<file path="src/rtl/osc_phase_gen.sv">
`default_nettype none
// +----------------------------------------------------------------------+
// | Module      : osc_phase_gen                                          |
// | Description : Phase-accumulator oscillator. Advances a PHASE_W-bit   |
// |               phase by freq on every sample_tick and renders saw,    |
// |               square, triangle or silence through a 2-stage pipe.    |
// |               Emits a wrap pulse on accumulator carry for hard sync. |
// |               Optional sub-octave square enabled by OSC_SUB_OSC_EN.  |
// | Revision    : 1.0 - initial release                                  |
// +----------------------------------------------------------------------+
module osc_phase_gen #(
  parameter int PHASE_W = 24,
  parameter int OUT_W   = 16
) (
  input  logic               CLK,
  input  logic               RESET,
  input  logic               sample_tick,
  input  logic [PHASE_W-1:0] freq,
  input  logic [1:0]         wave_sel,
  input  logic [PHASE_W-1:0] pulse_width,
  input  logic               sync,
  output logic [OUT_W-1:0]   sample,
  output logic               sample_valid,
  output logic               wrap,
  output logic [OUT_W-1:0]   sub_out
);

  localparam logic [1:0] WAVE_SAW    = 2'b00;
  localparam logic [1:0] WAVE_SQUARE = 2'b01;
  localparam logic [1:0] WAVE_TRI    = 2'b10;

  localparam logic [OUT_W-1:0] FULL_POS = {1'b0, {(OUT_W-1){1'b1}}};
  localparam logic [OUT_W-1:0] FULL_NEG = {1'b1, {(OUT_W-1){1'b0}}};

  // Stage-1 state: accumulator plus the controls captured with each tick
  logic [PHASE_W-1:0] phase;
  logic               s1_valid;
  logic [1:0]         s1_wave;
  logic [PHASE_W-1:0] s1_pw;

  // Carry-extended sum so the top bit is the wrap indication
  logic [PHASE_W:0]   sum;
  assign sum = {1'b0, phase} + {1'b0, freq};

  // Stage 1: accumulate on tick; sync restarts the phase from zero
  always_ff @(posedge CLK) begin
    if (RESET) begin
      phase    <= '0;
      wrap     <= 1'b0;
      s1_valid <= 1'b0;
      s1_wave  <= 2'b00;
      s1_pw    <= '0;
    end else begin
      s1_valid <= sample_tick;
      if (sample_tick) begin
        s1_wave <= wave_sel;
        s1_pw   <= pulse_width;
        if (sync) begin
          // Restart at zero then add this tick's increment
          phase <= freq;
          wrap  <= 1'b1;
        end else begin
          phase <= sum[PHASE_W-1:0];
          wrap  <= sum[PHASE_W];
        end
      end else begin
        wrap <= 1'b0;
        if (sync) begin
          phase <= '0;
        end
      end
    end
  end

  // Triangle folds the upper half of the cycle back down
  logic [PHASE_W-2:0] tri_fold;
  logic [OUT_W-1:0]   wave_val;

  // Stage-2 waveform shaping from the stage-1 phase and latched controls
  always_comb begin
    wave_val = '0;
    tri_fold = phase[PHASE_W-1] ? ~phase[PHASE_W-2:0] : phase[PHASE_W-2:0];
    case (s1_wave)
      WAVE_SAW:    wave_val = {~phase[PHASE_W-1], phase[PHASE_W-2:PHASE_W-OUT_W]};
      WAVE_SQUARE: wave_val = (phase < s1_pw) ? FULL_POS : FULL_NEG;
      WAVE_TRI:    wave_val = {~tri_fold[PHASE_W-2], tri_fold[PHASE_W-3:PHASE_W-OUT_W-1]};
      default:     wave_val = '0;
    endcase
  end

  // Stage 2: register the shaped sample and its valid strobe
  always_ff @(posedge CLK) begin
    if (RESET) begin
      sample       <= '0;
      sample_valid <= 1'b0;
    end else begin
      sample_valid <= s1_valid;
      if (s1_valid) begin
        sample <= wave_val;
      end
    end
  end

`ifdef OSC_SUB_OSC_EN
  logic sub_toggle;

  // Sub toggle halves the wrap rate; sync realigns it to the new cycle
  always_ff @(posedge CLK) begin
    if (RESET) begin
      sub_toggle <= 1'b0;
    end else if (sync) begin
      sub_toggle <= 1'b0;
    end else if (sample_tick && sum[PHASE_W]) begin
      sub_toggle <= ~sub_toggle;
    end
  end

  // Sub output advances in lockstep with the main sample
  always_ff @(posedge CLK) begin
    if (RESET) begin
      sub_out <= '0;
    end else if (s1_valid) begin
      sub_out <= sub_toggle ? FULL_POS : FULL_NEG;
    end
  end
`else
  assign sub_out = '0;
`endif

endmodule
`default_nettype wire

</file>
<file path="config.mk">
export PLATFORM = sky130hd
export DESIGN_NAME = osc_phase_gen
export DESIGN_NICKNAME = d
export VERILOG_FILES = /design/src/rtl/osc_phase_gen.sv
export SDC_FILE = /design/constraint.sdc
export NUM_CORES = 1
export LEC_CHECK = 0
export ABC_AREA = 1
export ABC_CLOCK_PERIOD_IN_PS = 4500
export BUFFER_PORTS_ARGS = -buffer_cell sky130_fd_sc_hd__buf_2
export CAP_MARGIN = 15
export CORE_UTILIZATION = 63
export CTS_CLUSTER_DIAMETER = 200
export CTS_CLUSTER_SIZE = 14
export DETAILED_ROUTE_END_ITERATION = 7
export PLACE_DENSITY = 0.87
export SLEW_MARGIN = 20
export SYNTH_ARGS = -nofsm -noshare
export SYNTH_HDL_FRONTEND = slang
export SYNTH_SLANG_ARGS = --single-unit
</file>
<file path="constraint.sdc">
create_clock -name CLK -period 4.5 [get_ports CLK]
set_input_delay 0.225 -clock CLK [delete_from_list [all_inputs] [get_ports CLK]]
set_output_delay 0.225 -clock CLK [all_outputs]
set_load 0.02 [all_outputs]
</file>
==> results.sh, run 1 <==
export IMPL_detail_route_antenna_nets=0
export IMPL_ctsHoldBuffers=0
export IMPL_final_common_cell="nand2_1"
export IMPL_fmax_mhz=403
export IMPL_startpoint_type="flop"
export IMPL_grt_pass1_vias=4965
export IMPL_num_rows=34
export IMPL_skew_ns=0.0174
export IMPL_fp_dieH_um=96.5
export IMPL_cts_inserted_buffers=9
export IMPL_fin_nets=1050
export IMPL_worstMarginPinSlew_ns=0.988
export IMPL_cts_tree="yes"
export IMPL_wl_per_cell_um=13.1
export IMPL_chipWidth_um=96.5
export IMPL_dr_wl_met2_um=6190
export IMPL_diodes=0
export IMPL_relSlewSlack=0.341
export IMPL_pre_cts_ws_ns=2.12
export IMPL_drt_iter0_drc=524
export IMPL_hold_path_class="in -> reg"
export IMPL_rsz0062_at_grt="false"
export IMPL_fin_crit_sh=0.551
export IMPL_worstHoldEndpoint="s1_pw[6]"
export IMPL_cp_arrival_ns=2.78
export IMPL_syn_area_um2=5630
export IMPL_layout_common_cells="nand2_1, inv_1, nor2_1"
export IMPL_cts_path_max_buffers=2
export IMPL_yosysSeqAreaShare=0.245
export IMPL_wl_met1_um=6360
export IMPL_dr_max_layer_used="met4"
export IMPL_maxSlewViolCount=0
export IMPL_cp_end_kind="flop"
export IMPL_cts_sinks=69
export IMPL_cts_resized=0
export IMPL_max_cap_violations=0
export IMPL_hold_path_startpoint="pulse_width[6]"
export IMPL_vias_per_cell=5.29
export IMPL_io_pins=88
export IMPL_start_util=0.649
export IMPL_port_buffers=71
export IMPL_synth_cell_type_count=37
export IMPL_antenna_found_initial=0
export IMPL_reg2reg_to="sample[13]"
export IMPL_first_pass_iters=5
export IMPL_required_ns=4.80
export IMPL_r2r_start="phase[23]"
export IMPL_syn_to_final_growth_pct=9.16
export IMPL_grt_max_degree=70
export IMPL_htreeDepth=3
export IMPL_grt_overflow_total=0
export IMPL_coreArea_um2=8680
export IMPL_r2r_cells=9
export IMPL_critPathKind="reg -> reg"
export IMPL_power_per_cell_area_nw_per_um2=298
export IMPL_place_congestion=0.909
export IMPL_met3WireLength_um=965
export IMPL_layout_drive_gt1_share=0.152
export IMPL_outcome="finished, final reports clean"
export IMPL_ys_ff_latch=69
export IMPL_drt_wl_total_um=13900
export IMPL_post_route_worst_setup_slack_ns=2.02
export IMPL_critPathMaxFanout=35
export IMPL_clk_pin_slew_ns=0.09
export IMPL_drc_errors=0
export IMPL_ir_drop_uv=203
export IMPL_grtUsageTotal=0.317
export IMPL_power_leakage_nw=3.20
export IMPL_min_period_ns=2.48
export IMPL_post_cts_buffers=0
export IMPL_yosysWarnings=0
export IMPL_r2r_slack_ns=2.02
export IMPL_clock_latency_ns=0.37
export IMPL_fp_dieArea_um2=9320
export IMPL_cts_root_buf="clkbuf_8"
export IMPL_min_path_cells=3
export IMPL_vias=5616
export IMPL_synthCells=897
export IMPL_grt_pass1_wl_um=22700
export IMPL_dp_hpwl_um=10300
export IMPL_finalSetupViolations=0
export IMPL_fillers=766
export IMPL_synth_avg_cell_area_um2=6.28
export IMPL_hold_violations=0
export IMPL_tns_ns=0
## layer usage
| metal | GRT usage | up-vias |
|---|---|---|
| met5 | 0 | - |
| met1 | 0.413 | 2482 |
| met2 | 0.513 | 198 |
| met4 | 0.123 | 0 |
| met3 | 0.0649 | 32 |
| li1 | - | 2904 |
## metrics by stage
step                      hold slack, ns  instance area [µm²]  power [mW]   util  cells
after floorplan                    0.373                 5690        1.11      -    912
after global placement             0.453                 5920        1.21  0.682   1045
after detailed placement           0.455                 5920        1.22  0.682   1045
after CTS                          0.131                 6140        1.82  0.708   1061
after global routing               0.121                 6140        1.94  0.708   1061
final                              0.132                 6140        1.83  0.708   1061
## worst max-delay path by stage
stage	end	startpoint	slack, ns	cells past startpoint
detailed placement	sample[11]	phase[23]	2.12	9
finish	sample[13]	phase[23]	2.02	9
global placement	sample[8]	phase[23]	2.24	9
CTS	sample[13]	phase[23]	2.06	9
global route	sample[8]	phase[23]	1.81	9
floorplan	phase[12]	phase[0]	2.65	13
## synth_stat cells (all sizes together)
cell type | count | area (µm²)
a211oi | 25 | 188
a21o | 3 | 22.5
a21oi | 63 | 394
a32o | 14 | 140
and2 | 1 | 6.26
buf | 28 | 194
clkbuf | 19 | 75.1
clkinv | 2 | 7.51
conb | 1 | 3.75
dfxtp | 69 | 1380
fa | 1 | 20.0
ha | 47 | 588
inv | 135 | 507
nand2 | 295 | 1130
nand3 | 37 | 213
nand3b | 2 | 15.0
nand4 | 6 | 37.5
nor2 | 105 | 419
nor3 | 3 | 15.0
o211ai | 7 | 52.6
o21ai | 10 | 50.0
or2 | 15 | 93.8
xnor2 | 6 | 52.6
xor2 | 3 | 26.3
## kinds of logic after synthesis
kind of cell	after synthesis	synth area share
buffers and inverters	184	0.139
DFF	69	0.245
xor gates and xnor gates	9	0.0140
other	1	0.000666
adders and majority gates	48	0.108
AOI/OAI and AO/OA	122	0.150
and+or+nand+nor	464	0.342
## registers in the layout, summed over array words and instances, names as in the netlist
register,cells
s1_pw,24
s1_wave,2
phase,24
sample_valid,1
wrap,1
sample,16
s1_valid,1
## cell type report
cell class	instances	area, µm²	share of cell area
multi-input cells	659	3520	0.573
flip-flops and latches	69	1380	0.225
inverters	137	515	0.0839
repair buffers	72	363	0.0591
well taps	108	135	0.0220
clock buffers	9	124	0.0202
clock inverters	7	103	0.0167
## power breakdown
| group | internal (mW) | switching (mW) | leakage (nW) | total (mW) |
|---|---|---|---|---|
| combinational | 0.196 | 0.331 | 2.52 | 0.527 |
| clock | 0.320 | 0.286 | 0.111 | 0.606 |
| sequential | 0.651 | 0.0453 | 0.569 | 0.696 |
| total | 1.17 | 0.662 | 3.20 | 1.83 |
## critical path, stage by stage (launching register included)
cell	delay (ns)
dfxtp_1	0.95
ha_1	0.39
a21o_1	0.19
nor2_1	0.11
nand2_1	0.09
a21oi_4	0.16
nand3_4	0.18
nand2_1	0.11
nand2_1	0.07
a21oi_2	0.14
(Power assumes the default switching activity.)
==> run 2, diff against run 1 <==
--- a/config.mk
+++ b/config.mk
@@ -6,14 +6,14 @@
 export NUM_CORES = 1
 export LEC_CHECK = 0
 export ABC_AREA = 1
-export ABC_CLOCK_PERIOD_IN_PS = 4500
+export ABC_CLOCK_PERIOD_IN_PS = 2100
 export BUFFER_PORTS_ARGS = -buffer_cell sky130_fd_sc_hd__buf_2
 export CAP_MARGIN = 15
-export CORE_UTILIZATION = 63
+export CORE_UTILIZATION = 53
 export CTS_CLUSTER_DIAMETER = 200
 export CTS_CLUSTER_SIZE = 14
 export DETAILED_ROUTE_END_ITERATION = 7
-export PLACE_DENSITY = 0.87
+export PLACE_DENSITY = 0.78
 export SLEW_MARGIN = 20
 export SYNTH_ARGS = -nofsm -noshare
 export SYNTH_HDL_FRONTEND = slang
==> constraint.sdc (replaced) <==
create_clock -name CLK -period 2.1 [get_ports CLK]
set_input_delay 0.105 -clock CLK [delete_from_list [all_inputs] [get_ports CLK]]
set_output_delay 0.105 -clock CLK [all_outputs]
set_load 0.02 [all_outputs]
==> run 2 against run 1 <==
Against the previous run: total power rose by 130%; via count fell by 0.39%; final area rose by 3.9%; first-iteration DRC count fell by 29%; non-clock buffer count rose by 16.
==> results.sh, run 2 (synthesis results as in run 1) <==
export IMPL_fin_nets=1066
export IMPL_startpoint="phase[9]"
export IMPL_cp_end_kind="flop"
export IMPL_fillers=1006
export IMPL_syn_to_final_growth_pct=13.4
export IMPL_r2r_start="phase[9]"
export IMPL_diodes=0
export IMPL_r2r_cells=13
export IMPL_drc_errors=0
export IMPL_top_regs="phase: 24 flops, s1_pw: 24 flops, sample: 16 flops"
export IMPL_vias=5594
export IMPL_grtUsageTotal=0.273
export IMPL_num_rows=37
export IMPL_io_pins=88
export IMPL_antenna_found_initial=0
export IMPL_place_congestion=0.940
export IMPL_port_buffers=71
export IMPL_first_pass_iters=6
export IMPL_crit_chain="buf_4, ha_1, nand2_1, nand2_1, nand2_1, nand2_1, nand2_1, nand2_1, a21oi_4, nand3_4, nand2_1, nand2_1, a21oi_1"
export IMPL_hold_violations=0
export IMPL_rsz0062_at_grt="false"
export IMPL_dp_hpwl_um=11100
export IMPL_power_per_cell_area_nw_per_um2=651
export IMPL_grt_pass1_wl_um=24100
export IMPL_cpMaxStageDelayCell="dfxtp_1"
export IMPL_coreArea_um2=10300
export IMPL_clock_latency_ns=0.36
export IMPL_relSlewSlack=0.607
export IMPL_drt_iter0_drc=372
export IMPL_finalSetupViolations=0
export IMPL_layout_common_cells="nand2_1, inv_1, nor2_1"
export IMPL_vias_per_cell=5.06
export IMPL_r2r_slack_ns=0.15
export IMPL_fp_dieArea_um2=11000
export IMPL_min_period_ns=1.95
export IMPL_final_common_cell="nand2_1"
export IMPL_cts_path_max_buffers=2
export IMPL_cts_sinks=69
export IMPL_path_depth=13
export IMPL_fmax_mhz=514
export IMPL_startpoint_type="flop"
export IMPL_grt_overflow_total=0
export IMPL_seqCellArea_um2=1380
export IMPL_fin_util=0.618
export IMPL_start_util=0.545
export IMPL_hold_path_class="in -> reg"
export IMPL_max_cap_violations=0
export IMPL_post_cts_buffers=0
export IMPL_cp_arrival_ns=2.22
export IMPL_cpPeakStageDelay_ns=0.33
export IMPL_cts_tree="yes"
export IMPL_chipWidth_um=105
export IMPL_path_buf_inv=1
export IMPL_critPathKind="reg -> reg"
export IMPL_grt_max_degree=44
export IMPL_detail_route_antenna_nets=0
export IMPL_cp_top_family="simple AND/OR/NAND/NOR gates"
export IMPL_cp_endpoint="sample[1]"
export IMPL_clk_pin_slew_ns=0.08
export IMPL_ir_drop_uv=418
export IMPL_cts_root_buf="clkbuf_8"
export IMPL_power_leakage_nw=3.31
export IMPL_fin_crit_sh=0.927
export IMPL_fp_dieH_um=105
export IMPL_skew_ns=0.0184
export IMPL_crit_top_cell="nand2_1"
export IMPL_drt_wl_total_um=14400
export IMPL_wl_per_cell_um=13.0
export IMPL_outcome="finished, final reports clean"
export IMPL_worstMarginPinSlew_ns=0.589
export IMPL_grt_pass1_vias=5177
export IMPL_critPathMaxFanout=15
export IMPL_htreeDepth=3
export IMPL_cts_inserted_buffers=9
export IMPL_reg2reg_to="sample[1]"
export IMPL_maxSlewViolCount=0
export IMPL_layout_drive_gt1_share=0.169
export IMPL_required_ns=2.38
export IMPL_multi_input_comb_area_um2=3540
export IMPL_tns_ns=0
## run 2: changes by cell type in the layout (fill, tap and decap cells not counted), moves of 2 or more
| cell | delta |
|---|---|
| bufinv_16 | +2 |
| buf_12 | +2 |
| buf_4 | +14 |
| inv_6 | -3 |
## run 2: per-stage QoR
step                      total power [mW]  cell area, µm²  hold slack, ns  setup slack [ns]  instances
after floorplan                       2.38            5690           0.253             0.251        912
final                                 4.15            6380          0.0265             0.154       1105
after global routing                  4.39            6380          0.0152            0.0168       1105
after CTS                             4.14            6360          0.0181           0.00477       1105
after detailed placement              2.67            6090           0.391            0.0480       1089
after global placement                2.64            6090           0.389             0.135       1089
## run 2: final cells by class
class                   instances  area share
flip-flops and latches         69       0.217
repair buffers                 88      0.0796
well taps                     136      0.0267
inverters                     137      0.0805
clock buffers                   9      0.0194
multi-input cells             659       0.555
clock inverters                 7      0.0227
## run 2: routing by layer
| metal | GRT usage | up-vias | routed length [µm] |
|---|---|---|---|
| met3 | 0.0430 | 20 | 995 |
| li1 | - | 2944 | - |
| met4 | 0.0704 | 0 | 188 |
| met1 | 0.373 | 2451 | 6750 |
| met2 | 0.447 | 179 | 6430 |
| met5 | 0 | - | 0 |
## run 2: worst min-delay path by stage
stage	start	to	slack (ns)	cells after the start
floorplan	pulse_width[0]	s1_pw[0]	0.25	2
global placement	pulse_width[3]	s1_pw[3]	0.39	3
detailed placement	pulse_width[0]	s1_pw[0]	0.39	3
CTS	pulse_width[21]	s1_pw[21]	0.02	3
global route	pulse_width[0]	s1_pw[0]	0.02	3
finish	pulse_width[23]	s1_pw[23]	0.03	3
## run 2: timing repair
item,in CTS,in global routing
hold buffers,0,0
resized for setup,0,5
setup endpoints to repair,0,4
## run 2: report_power, final
part | total, mW | switching (mW) | internal, mW
clock | 1.49 | 0.572 | 0.916
sequential | 1.46 | 0.0660 | 1.39
combinational | 1.21 | 0.753 | 0.453
total | 4.15 | 1.39 | 2.76
## run 2: worst register-to-register path, cell delays in order (launching register included)
cell     delay [ns]
dfxtp_1        0.33
buf_4          0.16
ha_1           0.33
nand2_1        0.08
nand2_1        0.04
nand2_1        0.05
nand2_1        0.05
nand2_1        0.06
nand2_1        0.10
a21oi_4        0.17
nand3_4        0.18
nand2_1        0.10
nand2_1        0.06
a21oi_1        0.15
